## src/rtl/qtree_cfg_ctrl.sv

```systemverilog
// Quadtree table-update sequencer: gates lookup ingress, drains the pipeline, then bursts key triplets
// into the per-level RAMs. Optional statistics counters are built when QTREE_CFG_CTRL_STATS_EN is defined.
module qtree_cfg_ctrl #(
  parameter int LEVEL_CNT      = 4,
  parameter int KEY_WIDTH      = 16,
  parameter int RAM_ADDR_WIDTH = 8,
  parameter int DATA_WIDTH     = 16,
  parameter int BYPASS_WIDTH   = 1,
  parameter int INFLIGHT_WIDTH = 6
) (
  input  logic                         clk_i,
  input  logic                         rst_i,
  input  logic [DATA_WIDTH-1:0]        lookup_data_i,
  input  logic [BYPASS_WIDTH-1:0]      lookup_bypass_i,
  input  logic                         lookup_valid_i,
  output logic                         lookup_ready_o,
  output logic [DATA_WIDTH-1:0]        pipe_data_o,
  output logic [BYPASS_WIDTH-1:0]      pipe_bypass_o,
  output logic                         pipe_valid_o,
  input  logic                         pipe_done_i,
  input  logic [$clog2(LEVEL_CNT)-1:0] upd_level_i,
  input  logic [RAM_ADDR_WIDTH-1:0]    upd_addr_i,
  input  logic [3*KEY_WIDTH-1:0]       upd_data_i,
  input  logic                         upd_last_i,
  input  logic                         upd_valid_i,
  output logic                         upd_ready_o,
  output logic [3*KEY_WIDTH-1:0]       mm_ram_data_o,
  output logic [RAM_ADDR_WIDTH-1:0]    mm_ram_addr_o,
  output logic [LEVEL_CNT-1:0]         mm_ram_write_o,
  output logic                         busy_o,
  output logic                         err_o
`ifdef QTREE_CFG_CTRL_STATS_EN
  ,
  output logic [31:0]                  stat_upd_cnt_o,
  output logic [31:0]                  stat_stall_cnt_o
`endif
);

  localparam logic [1:0] S_IDLE   = 2'd0;
  localparam logic [1:0] S_DRAIN  = 2'd1;
  localparam logic [1:0] S_WRITE  = 2'd2;
  localparam logic [1:0] S_SETTLE = 2'd3;

  logic [1:0]                state;
  logic [1:0]                state_nxt;
  logic [INFLIGHT_WIDTH-1:0] inflight;
  logic [INFLIGHT_WIDTH-1:0] inflight_nxt;
  logic                      cnt_err;
  logic                      lookup_acc;
  logic                      upd_acc;
  logic                      level_ok;
  logic [LEVEL_CNT-1:0]      wr_sel;

  // Update requests take priority: a pending beat closes the lookup gate in the same cycle.
  assign lookup_ready_o = (state == S_IDLE) && !upd_valid_i;
  assign upd_ready_o    = (state == S_WRITE);
  assign busy_o         = (state != S_IDLE);
  assign lookup_acc     = lookup_valid_i && lookup_ready_o;
  assign upd_acc        = upd_valid_i && upd_ready_o;
  assign level_ok       = (int'(upd_level_i) < LEVEL_CNT);

  always_comb begin
    wr_sel = '0;
    for (int unsigned i = 0; i < LEVEL_CNT; i++) begin
      if (32'(upd_level_i) == i) wr_sel[i] = 1'b1;
    end
  end

  always_comb begin
    state_nxt = state;
    case (state)
      S_IDLE:   if (upd_valid_i) state_nxt = S_DRAIN;
      S_DRAIN:  if (inflight == '0) state_nxt = S_WRITE;
      S_WRITE:  if (upd_acc && upd_last_i) state_nxt = S_SETTLE;
      S_SETTLE: state_nxt = S_IDLE;
      default:  state_nxt = S_IDLE;
    endcase
  end

  // Both saturation directions flag an accounting fault instead of wrapping.
  always_comb begin
    inflight_nxt = inflight;
    cnt_err      = 1'b0;
    case ({pipe_valid_o, pipe_done_i})
      2'b10: begin
        if (inflight == '1) cnt_err = 1'b1;
        else                inflight_nxt = inflight + INFLIGHT_WIDTH'(1);
      end
      2'b01: begin
        if (inflight == '0) cnt_err = 1'b1;
        else                inflight_nxt = inflight - INFLIGHT_WIDTH'(1);
      end
      default: ;
    endcase
  end

  always_ff @(posedge clk_i or posedge rst_i) begin
    if (rst_i) begin
      state    <= S_IDLE;
      inflight <= '0;
      err_o    <= 1'b0;
    end else begin
      state    <= state_nxt;
      inflight <= inflight_nxt;
      if (cnt_err || (upd_acc && !level_ok)) err_o <= 1'b1;
    end
  end

  always_ff @(posedge clk_i or posedge rst_i) begin
    if (rst_i) begin
      pipe_valid_o  <= 1'b0;
      pipe_data_o   <= '0;
      pipe_bypass_o <= '0;
    end else begin
      pipe_valid_o <= lookup_acc;
      if (lookup_acc) begin
        pipe_data_o   <= lookup_data_i;
        pipe_bypass_o <= lookup_bypass_i;
      end
    end
  end

  // Out-of-range levels still consume the beat; wr_sel is all-zero for them.
  always_ff @(posedge clk_i or posedge rst_i) begin
    if (rst_i) begin
      mm_ram_write_o <= '0;
      mm_ram_addr_o  <= '0;
      mm_ram_data_o  <= '0;
    end else begin
      mm_ram_write_o <= upd_acc ? wr_sel : '0;
      if (upd_acc) begin
        mm_ram_addr_o <= upd_addr_i;
        mm_ram_data_o <= upd_data_i;
      end
    end
  end

`ifdef QTREE_CFG_CTRL_STATS_EN
  always_ff @(posedge clk_i or posedge rst_i) begin
    if (rst_i) begin
      stat_upd_cnt_o   <= '0;
      stat_stall_cnt_o <= '0;
    end else begin
      if (upd_acc) stat_upd_cnt_o <= stat_upd_cnt_o + 32'd1;
      if (lookup_valid_i && !lookup_ready_o) stat_stall_cnt_o <= stat_stall_cnt_o + 32'd1;
    end
  end
`else
  // Statistics counters not built.
`endif

endmodule

```

## config.mk

```make
export PLATFORM = sky130hd
export DESIGN_NAME = qtree_cfg_ctrl
export DESIGN_NICKNAME = d
export VERILOG_FILES = /design/src/rtl/qtree_cfg_ctrl.sv
export SDC_FILE = /design/constraint.sdc
export NUM_CORES = 1
export LEC_CHECK = 0
export ABC_AREA = 1
export CAP_MARGIN = 5
export CORE_MARGIN = 2
export CORE_UTILIZATION = 30
export DETAILED_ROUTE_END_ITERATION = 10
export GPL_TIMING_DRIVEN = 0
export SETUP_SLACK_MARGIN = 0.2
export SYNTH_ARGS = -nofsm -noshare
export SYNTH_HDL_FRONTEND = slang
export SYNTH_SLANG_ARGS = --single-unit
```

## constraint.sdc

```tcl
create_clock -name clk_i -period 3 [get_ports clk_i]
set_input_delay 0.3 -clock clk_i [delete_from_list [all_inputs] [get_ports clk_i]]
set_output_delay 0.3 -clock clk_i [all_outputs]
set_load 0.005 [all_outputs]
```

# Word-level counts from Yosys, hierarchy flattened

Index checks and enable logic that the tools add are counted.

Register bits after elaboration: 87
Bits of input ports: 81
Output and inout port bits: 82
Word-level logic and storage cells: 52

$add $sub $neg: 2
Eq/ne operators: 14
Muxes and demuxes: 15
Reductions and logical operators: 12

Operators with widths:

| operator            | count |
|---|---|
| $mux 6              | 2 |
| $pmux 6 s2          | 1 |
| $eq 2x2->1 const B  | 5 |
| $ne 2x2->1 const B  | 4 |
| $pmux 2 s4          | 1 |
| $add 6x1->6 const B | 1 |
| $eq 2x1->1 const B  | 3 |
| $eq 6x6->1 const B  | 1 |
| $logic_not 6->1     | 1 |
| $mux 1              | 6 |
| $mux 2              | 3 |
| $reduce_and 3->1    | 2 |
| $sub 6x1->6 const B | 1 |
| $logic_and 1x1->1   | 4 |
| $logic_not 2->1     | 2 |
| $mux 4              | 1 |
| $reduce_bool 2->1   | 2 |
| $ne 2x1->1 const B  | 1 |
| $pmux 1 s2          | 1 |
| $logic_not 1->1     | 1 |

# Depth between registers and ports, before layout

Word-level depth: 5
Depth in mapped cells: 14
Depth with buffers taken out: 13

# Worst setup path after synthesis

Ideal clock, no wire load.

Path kind: register to register
Start: register pipe_valid_o
End: register inflight[4]
Library setup time: 0.121 ns
Arrival: 1.568 ns
Slack: 1.311 ns
Stages on the path, launching flop included: 14
Path buffers: 1
Path through: dfrtp_1 inv_1 ha_1 buf_6 inv_4 nand2_1 nand2_1 inv_1 ha_1 o21bai_1 nand2_1 nand3_1 nand3_1 o21ai_1

Word-level cells in the longest chain between the ends: 3

RTL lines:

| item                                                      | RTL line | RTL |
|---|---|---|
| start: declaration                                        | 19       | `output logic pipe_valid_o,` |
| start signal: assignment                                  | 115      | `pipe_valid_o <= lookup_acc;` |
| $eq 2x2->1 or $eq 2x1->1 (tied branches)                  | 84       | `case ({pipe_valid_o, pipe_done_i})` |
| $ne 2x2->1 (no line) or $reduce_bool 2->1 (tied branches) | -        |  |
| $reduce_and 3->1 (no line)                                | -        |  |
| end signal: assignment                                    | 104      | `inflight <= inflight_nxt;` |
| end: declaration                                          | 46       | `logic [INFLIGHT_WIDTH-1:0] inflight;` |

Parallel ways exist; a longest one is shown, timed or not.
A chain may end at the register's enable or synchronous reset.

# Final worst setup path

Start: register state[0]
End: output port lookup_ready_o

Word-level cells in the longest chain between the ends: 2

RTL lines:

| item                     | RTL line | RTL |
|---|---|---|
| start: declaration       | 44       | `logic [1:0] state;` |
| start signal: assignment | 103      | `state <= state_nxt;` |
| $logic_not 2->1          | 55       | `assign lookup_ready_o = (state == S_IDLE) && !upd_valid_i;` |
| $logic_and 1x1->1        | 55       |  |
| end: declaration         | 16       | `output logic lookup_ready_o,` |

Every way passes these cells.

==> reports/results.tsv <==
metric	value	unit
Setup crit start kind	flop	
total CTS buffers	9	
Layout area overhead	58.94	%
CTS max path bufs	2	
final setup vio count	0	
yosys warns	0	
placement-stage cell area	0.005487	mm^2
Total Routing Usage GR	13.92	%
Hold-fix buffers, CTS	0	
latest clock arrival within the worst-skew pair	0.34	ns
commonest non-fill, non-tap cells in the layout	clkdlybuf4s50_1, nand2_1, dfrtp_1, mux2_2, inv_1	
wire per inst	13.55	um
Fin Clk Skew	0.004807	ns
Post-Synthesis Cells	314	
I/O Buffers	162	
design area	0.005803	mm^2
dpl cells	624	
GPL Wtd Cong	0.8264	
I/O pins	163	
Chip Height	114.3	um
antenna fix cells	0	
Crit Path Category	reg2out	
CTS tree	done	
total power draw	5636	uW
Syn Nets	403	
clock sink total	87	
largest net degree at the start of global routing	48	
DP HPWL	6526	um
Vias per Instance	4.408	
CP endpoint kind	primary output	
Residual DRC	0	
Die W	114.3	um
Rows	40	
Fmax	491.0	MHz
Post-CTS Resized	0	
Syn Area/Cell	11.63	um^2
share of layout cells above drive strength 1	20.89	%
Core ar.	0.01196	mm^2
final slew viol count	0	
wire length of the first global-routing pass	14030	um
global route overflow	0	
Vias	2821	
vias in the first global route	2887	
Pwr Density	971.2	mW/mm^2
HP Class	in2async	
initial DRC count	87	
count of final hold-check violations	0	
number of synthesized register bits	87	
# nets final	577	
Mapped Area	0.003651	mm^2
initial antenna violation count	0	
max_cap viols	0	
Slew @ Worst Pin	0.5382	ns
# Post-CTS Setup Buffers	0	
Pre-antenna DRT Iters	4	
post-synthesis sequential area ratio	59.63	%
non-filler cells, final	640	
RSZ-0062 raised after global routing	no	
static leakage	0.002601	uW
drt total wl	8674	um
min Tclk post-route	2.037	ns
Max-slew headroom	64.12	%
Max FO, Critical Path	4	
fin crit share	67.88	%
Arr. time, crit path	1.74	ns
count of cell types in the netlist	26	
die footprint	0.01307	mm^2
Starting Density	30.52	%
Final ANT Viol Nets	0	
status	complete, no violations	
Worst EP required	2.70	ns
setup TNS	0	ns
CTS clk-pin slew, worst paths	0.06	ns
most common cell after layout, fill and taps aside	clkdlybuf4s50_1	
Root Driver	clkbuf_16	
Worst IR Drop VDD	0.0004228	V
H-Tree Depth	3	
==> synth_stat cells, drive strengths merged <==
| cell type | n | area, um^2 |
|---|---|---|
| nand2 | 92 | 357.8 |
| dfrtp | 87 | 2177 |
| xor2 | 1 | 8.760 |
| inv | 20 | 77.58 |
| nor3 | 5 | 30.03 |
| nand4 | 1 | 6.260 |
| or2 | 1 | 6.260 |
| nand3 | 8 | 45.04 |
| xnor2 | 2 | 17.52 |
| mux2 | 56 | 630.6 |
| buf | 9 | 57.55 |
| nor2 | 11 | 65.07 |
| o21ai | 10 | 53.80 |
| a21oi | 2 | 10.01 |
| ha | 8 | 100.1 |
| o21bai | 1 | 7.510 |
==> cell type report <==
class	count	area [um^2]
Multi-Input combinational cell	198	1339
Timing Repair Buffer	163	1649
Buffer	9	57.56
Clock buffer	11	252.7
Tap cell	147	183.9
Fill cell	1082	6158
Inverter	20	80.08
Clock inverter	5	63.81
Sequential cell	87	2177
==> worst max-delay path: stages (launching register included) <==
cell and delay, ns:
dfrtp_1 0.38, inv_1 0.12, ha_1 0.16, inv_1 0.05, nor2_2 0.14, clkdlybuf4s50_1 0.55
==> where the power goes <==
group / leakage [uW] / switching, uW / internal (uW)
Clock: 0.000152 / 465 / 696
Sequential: 0.00105 / 309 / 1740
Combinational: 0.00139 / 875 / 1550
Total: 0.00260 / 1650 / 3990
==> path summary, 6_finish.rpt <==
path / depth (start not counted) / end / from / slack, ns
setup / recovery: 5 / lookup_ready_o / state[0]$_DFFE_PP0P_ / 0.96
hold / removal: 2 / mm_ram_data_o[41]$_DFFE_PP0N_ / rst_i / 0.37
setup reg to reg: 14 / inflight[4]$_DFFE_PP0P_ / pipe_valid_o$_DFF_PP0_ / 1.19
hold reg to reg: 1 / err_o$_DFFE_PP0P_ / err_o$_DFFE_PP0P_ / 0.48
max in group asynchronous: 3 / mm_ram_data_o[28]$_DFFE_PP0N_ / rst_i / 2.03
min in group clk_i: 1 / err_o$_DFFE_PP0P_ / err_o$_DFFE_PP0P_ / 0.48
==> stage by stage <==
step | setup WS (ns) | hold slack (ns) | utilization (%)
2_1_floorplan | 0.4498 | 0.3708 | -
3_3_place_gp | -1.061 | 0.4528 | 45.62
3_5_place_dp | 0.8611 | 0.4595 | 45.87
4_1_cts | 0.9207 | 0.3864 | 48.51
5_1_grt | 0.8192 | 0.4139 | 48.51
6_report | 0.9635 | 0.3663 | 48.51
==> sequential cells by signal, summed over array words and instances (netlist names) <==
signal          cells
state               2
mm_ram_data_o      48
err_o               1
mm_ram_write_o      4
pipe_data_o        16
inflight            6
pipe_valid_o        1
pipe_bypass_o       1
mm_ram_addr_o       8
==> routing by layer <==
metal | track usage (%) | vias to the layer above | share of wire, %
li1 | - | 1367 | -
met1 | 17.39 | 1338 | 43
met2 | 21.03 | 101 | 46
met3 | 5.294 | 15 | 8.2
met4 | 7.154 | 0 | 2.3
met5 | 0 | - | 0
==> logic make-up after synthesis <==
group,after synthesis,share of synthesized area [%]
AND/OR/NAND/NOR,118,13.98
flip-flops,87,59.63
multiplexers,56,17.27
buffers and inverters,29,3.701
AO/OA/AOI/OAI,13,1.953
adder cells (fa/ha/maj),8,2.742
XOR/XNOR,3,0.7198
Note: power is estimated with default switching activity, not from simulation.
==> edit 1 (same settings) <==
`RAM_ADDR_WIDTH`: 8 -> 10.
--- a/src/rtl/qtree_cfg_ctrl.sv
+++ b/src/rtl/qtree_cfg_ctrl.sv
@@ -3,7 +3,7 @@
 module qtree_cfg_ctrl #(
   parameter int LEVEL_CNT      = 4,
   parameter int KEY_WIDTH      = 16,
-  parameter int RAM_ADDR_WIDTH = 8,
+  parameter int RAM_ADDR_WIDTH = 10,
   parameter int DATA_WIDTH     = 16,
   parameter int BYPASS_WIDTH   = 1,
   parameter int INFLIGHT_WIDTH = 6
Interface: changed (resized mm_ram_addr_o and upd_addr_i); port bits go from 163 to 167. The function was not compared with the original's and may differ.
==> edit 1 against the original RTL <==
- wire length grew 0.23%
- cell area grew 2.8%
- power grew 2.2%
- setup slack gained 0.019 ns
- via count is essentially flat
- first-iteration DRC count shrank 45%
- combinational power grew 3%
- synthesized cell count shrank 0.32%
- area after synthesis grew 2.7%
- count of clock-buffer cells in the layout grew 1
- sequential cell count grew 2
==> edit 1: results (changes against the original RTL) <==
PortBufs: 166 (was 162)
Synth area leaders: dfrtp_1 (59%), mux2_2 (17%), nand2_1 (8.0%) (was dfrtp_1 (60%), mux2_2 (17%), nand2_1 (8.9%))
RD Place Congestion: 0.801 (was 0.826)
Post-DP HPWL: 6530 µm (about the same)
Placed insts: 648 (was 624)
Reg-to-reg setup timing slack: 1.17 ns (was 1.19 ns)
Seq/Total Area, Yosys: 59.4% (was 59.6%)
VDD IR max: 0.518 mV (was 0.423 mV)
WP data arrival: 1.72 ns (was 1.74 ns)
Crit-path max cell delay: 0.53 ns (was 0.55 ns)
Largest regs: mm_ram_data_o (48), pipe_data_o (16), mm_ram_addr_o (10) (was mm_ram_data_o (48), pipe_data_o (16), mm_ram_addr_o (8))
Setup slack at placement: 0.821 ns (was 0.861 ns)
Final net count: 582 (was 577)
Reg2Reg Depth: 12 (was 14)
First-pass GRT wire length: 13800 µm (was 14000 µm)
Status: finished clean (unchanged)
Slew Limit Headroom: 65.7% (was 64.1%)
Initial DRC count: 48 (was 87)
Total routed wirelength: 8690 µm (was 8670 µm)
Commonest cells post-synth: dfrtp_1 (89), nand2_1 (80), mux2_2 (58) (was dfrtp_1 (87), nand2_1 (87), mux2_2 (56))
Largest net degree at the start of global routing: 52 (was 48)
Worst hold slack: 0.350 ns (was 0.366 ns)
Layout cell share with drive strength beyond 1: 20.8% (was 20.9%)
DR WL/cell: 13.1 µm (was 13.6 µm)
Leak: 0.00266 µW (was 0.00260 µW)
[edit 1: cells by family (layout without fill, tap and decap cells)]
group	Yosys count	count (layout)	synth area share [%]
fa+ha+maj	8	8	2.67
compound gates	14	14	2.20
simple gates	112	112	13.3
xor+xnor	3	3	0.701
buf+inv	29	212	4.34
flops	89	89	59.4
mux	58	58	17.4
[edit 1: layout make-up]
| cell class | count | area (µm²) |
|---|---|---|
| sequential | 89 | 2230 |
| clock buffer | 12 | 267 |
| tap | 168 | 210 |
| timing repair buffer | 167 | 1690 |
| inverter | 21 | 81.3 |
| fill | 1139 | 6140 |
| multi-input combinational | 195 | 1360 |
| buffer | 8 | 83.8 |
| clock inverter | 4 | 50.0 |
[edit 1: worst max-delay path by stage]
stage,end,slack [ns],depth (start not counted)
global placement,pipe_data_o[5],-1.07,2
floorplan,err_o,0.39,1
global route,lookup_ready_o,0.89,5
finish,lookup_ready_o,0.98,5
detailed placement,inflight[4],0.82,11
CTS,lookup_ready_o,0.95,5
[edit 1: routing by layer]
layer / up-vias / track usage (%) / wire, µm
met5: - / 0 / 0
met4: 0 / 6.51 / 197
met3: 15 / 5.44 / 803
met2: 97 / 21.1 / 4090
met1: 1335 / 16.0 / 3600
li1: 1373 / - / -
[edit 1: per-stage QoR]
stage | util [%] | instance area [µm²]
floorplan | - | 3750
global placement | 46.4 | 5620
detailed placement | 46.7 | 5650
CTS | 49.3 | 5970
global route | 49.3 | 5970
finish | 49.3 | 5970
[edit 1: critical path, delay by kind of cell (launching register included)]
kind	cells	cell delay, ns
adder cells (fa/ha/maj)	1	0.16
buffers and inverters	3	0.70
flip-flops	1	0.38
AND/OR/NAND/NOR	1	0.14
[edit 1: report_power, final]
part	total, µW	switching [µW]	leakage (µW)	internal, µW
combinational	2500	885	0.00143	1610
clock	1170	456	0.000151	712
sequential	2090	311	0.00108	1780
==> edit 2 (same settings) <==
Without the edit above. Put one more register stage on the output `err_o`, cleared by the reset. The value now appears one clock later. The other outputs are not delayed to match.
--- a/src/rtl/qtree_cfg_ctrl.sv
+++ b/src/rtl/qtree_cfg_ctrl.sv
@@ -40,6 +40,8 @@
   localparam logic [1:0] S_DRAIN  = 2'd1;
   localparam logic [1:0] S_WRITE  = 2'd2;
   localparam logic [1:0] S_SETTLE = 2'd3;
+
+  logic err_s0;
 
   logic [1:0]                state;
   logic [1:0]                state_nxt;
@@ -98,11 +100,11 @@
     if (rst_i) begin
       state    <= S_IDLE;
       inflight <= '0;
-      err_o    <= 1'b0;
+      err_s0   <= 1'b0;
     end else begin
       state    <= state_nxt;
       inflight <= inflight_nxt;
-      if (cnt_err || (upd_acc && !level_ok)) err_o <= 1'b1;
+      if (cnt_err || (upd_acc && !level_ok)) err_s0 <= 1'b1;
     end
   end
 
@@ -149,5 +151,13 @@
   // Statistics counters not built.
 `endif
 
+  always_ff @(posedge clk_i or posedge rst_i) begin
+    if (rst_i) begin
+      err_o <= '0;
+    end else begin
+      err_o <= err_s0;
+    end
+  end
+
 endmodule
 
Formal check against the unedited RTL: not equivalent (Yosys sat finds a counterexample within 4 cycles, from zero or initial values and one cycle with rst_i high).
==> edit 2 against the original RTL <==
- combinational power barely moved
- cell area barely moved
- power fell by 0.74%
- setup slack got worse by 0.042 ns
- clock power fell by 5%
- area after synthesis rose by 0.69%
- sequential cell count rose by 1
- worst hold slack got worse by 0.033 ns
- wire length rose by 0.29%
- sequential share of layout area rose by 0.45 points
- highest routed layer unchanged
==> edit 2: results (changes against the original RTL) <==
Crit path max fanout: 4 (unchanged)
Synth Register Bits: 88 (was 87)
Syn_area_per_cell: 11.7 µm² (was 11.6 µm²)
Layout cell share with drive strength beyond 1: 20.4% (was 20.9%)
Leak: 0.00260 µW (about the same)
Gr usage total: 13.6% (was 13.9%)
Placed insts: 625 (was 624)
Synth area leaders: dfrtp_1 (60%), mux2_2 (17%), nand2_1 (8.9%) (unchanged)
Non-clk buf share: 29.4% (about the same)
Worst Tran Pin Value: 0.447 ns (was 0.538 ns)
Largest net degree at the start of global routing: 56 (was 48)
First-pass GRT wire length: 13700 µm (was 14000 µm)
Detailed-route vias per instance: 4.37 (was 4.41)
Seq/Total Area, Yosys: 59.9% (was 59.6%)
Post-synth top area share: 59.9% (was 59.6%)
Max Clock Skew: 0.00503 ns (was 0.00481 ns)
VDD IR max: 0.374 mV (was 0.423 mV)
Status: finished clean (unchanged)
NetSw: 1640 µW (was 1650 µW)
Worst hold slack: 0.334 ns (was 0.366 ns)
Type of the most critical hold path: primary input to asynchronous set/reset pin (unchanged)
Finished Layout Cells: 641 (was 640)
RD Place Congestion: 0.828 (was 0.826)
Commonest cells post-synth: dfrtp_1 (88), nand2_1 (87), mux2_2 (56) (was dfrtp_1 (87), nand2_1 (87), mux2_2 (56))
Syn nets: 404 (was 403)
Sequential share of cell area: 38.0% (was 37.5%)
Final TNS setup: 0 ns (unchanged)
Clk power: 1100 µW (was 1160 µW)
WP data arrival: 1.78 ns (was 1.74 ns)
Clock buffer depth: 2 (unchanged)
Vias in the first global route: 2836 (was 2887)
PD cells: 964 mW/mm² (was 971 mW/mm²)
Crit-path max cell delay: 0.54 ns
Final-layout clock-cell area share: 4.98% (was 5.45%)
Post-DP HPWL: 6560 µm (was 6530 µm)
Final net count: 578 (was 577)
Total routed wirelength: 8700 µm (was 8670 µm)
Initial DRC count: 57 (was 87)
Reg-to-reg setup timing slack: 1.16 ns (was 1.19 ns)
Root Buffer: clkbuf_16 (unchanged)
Fillers: 1128 (was 1082)
-- edit 2: cells by family (layout without fill, tap and decap cells) --
| kind of cell | count (synthesis) | in the layout | synth area share (%) |
|---|---|---|---|
| xor+xnor | 3 | 3 | 0.715 |
| buf+inv | 29 | 208 | 3.68 |
| fa+ha+maj | 8 | 8 | 2.72 |
| flops | 88 | 88 | 59.9 |
| simple gates | 118 | 118 | 13.9 |
| mux | 56 | 56 | 17.2 |
| compound gates | 13 | 13 | 1.94 |
-- edit 2: metal layers --
layer  share of wire [%]  up-vias  global-route usage, %
met5                   0        -                      0
met4                 2.2        0                   7.23
met3                 7.0       11                   3.81
met2                  47      101                   21.1
met1                  44     1311                   17.2
li1                    -     1376                      -
-- edit 2: metrics by stage --
stage / setup slack, ns / area, µm²
final: 0.921 / 5800
after global routing: 0.843 / 5800
after CTS: 0.893 / 5800
after detailed placement: 0.827 / 5510
after global placement: -1.08 / 5480
after floorplan: 0.421 / 3680
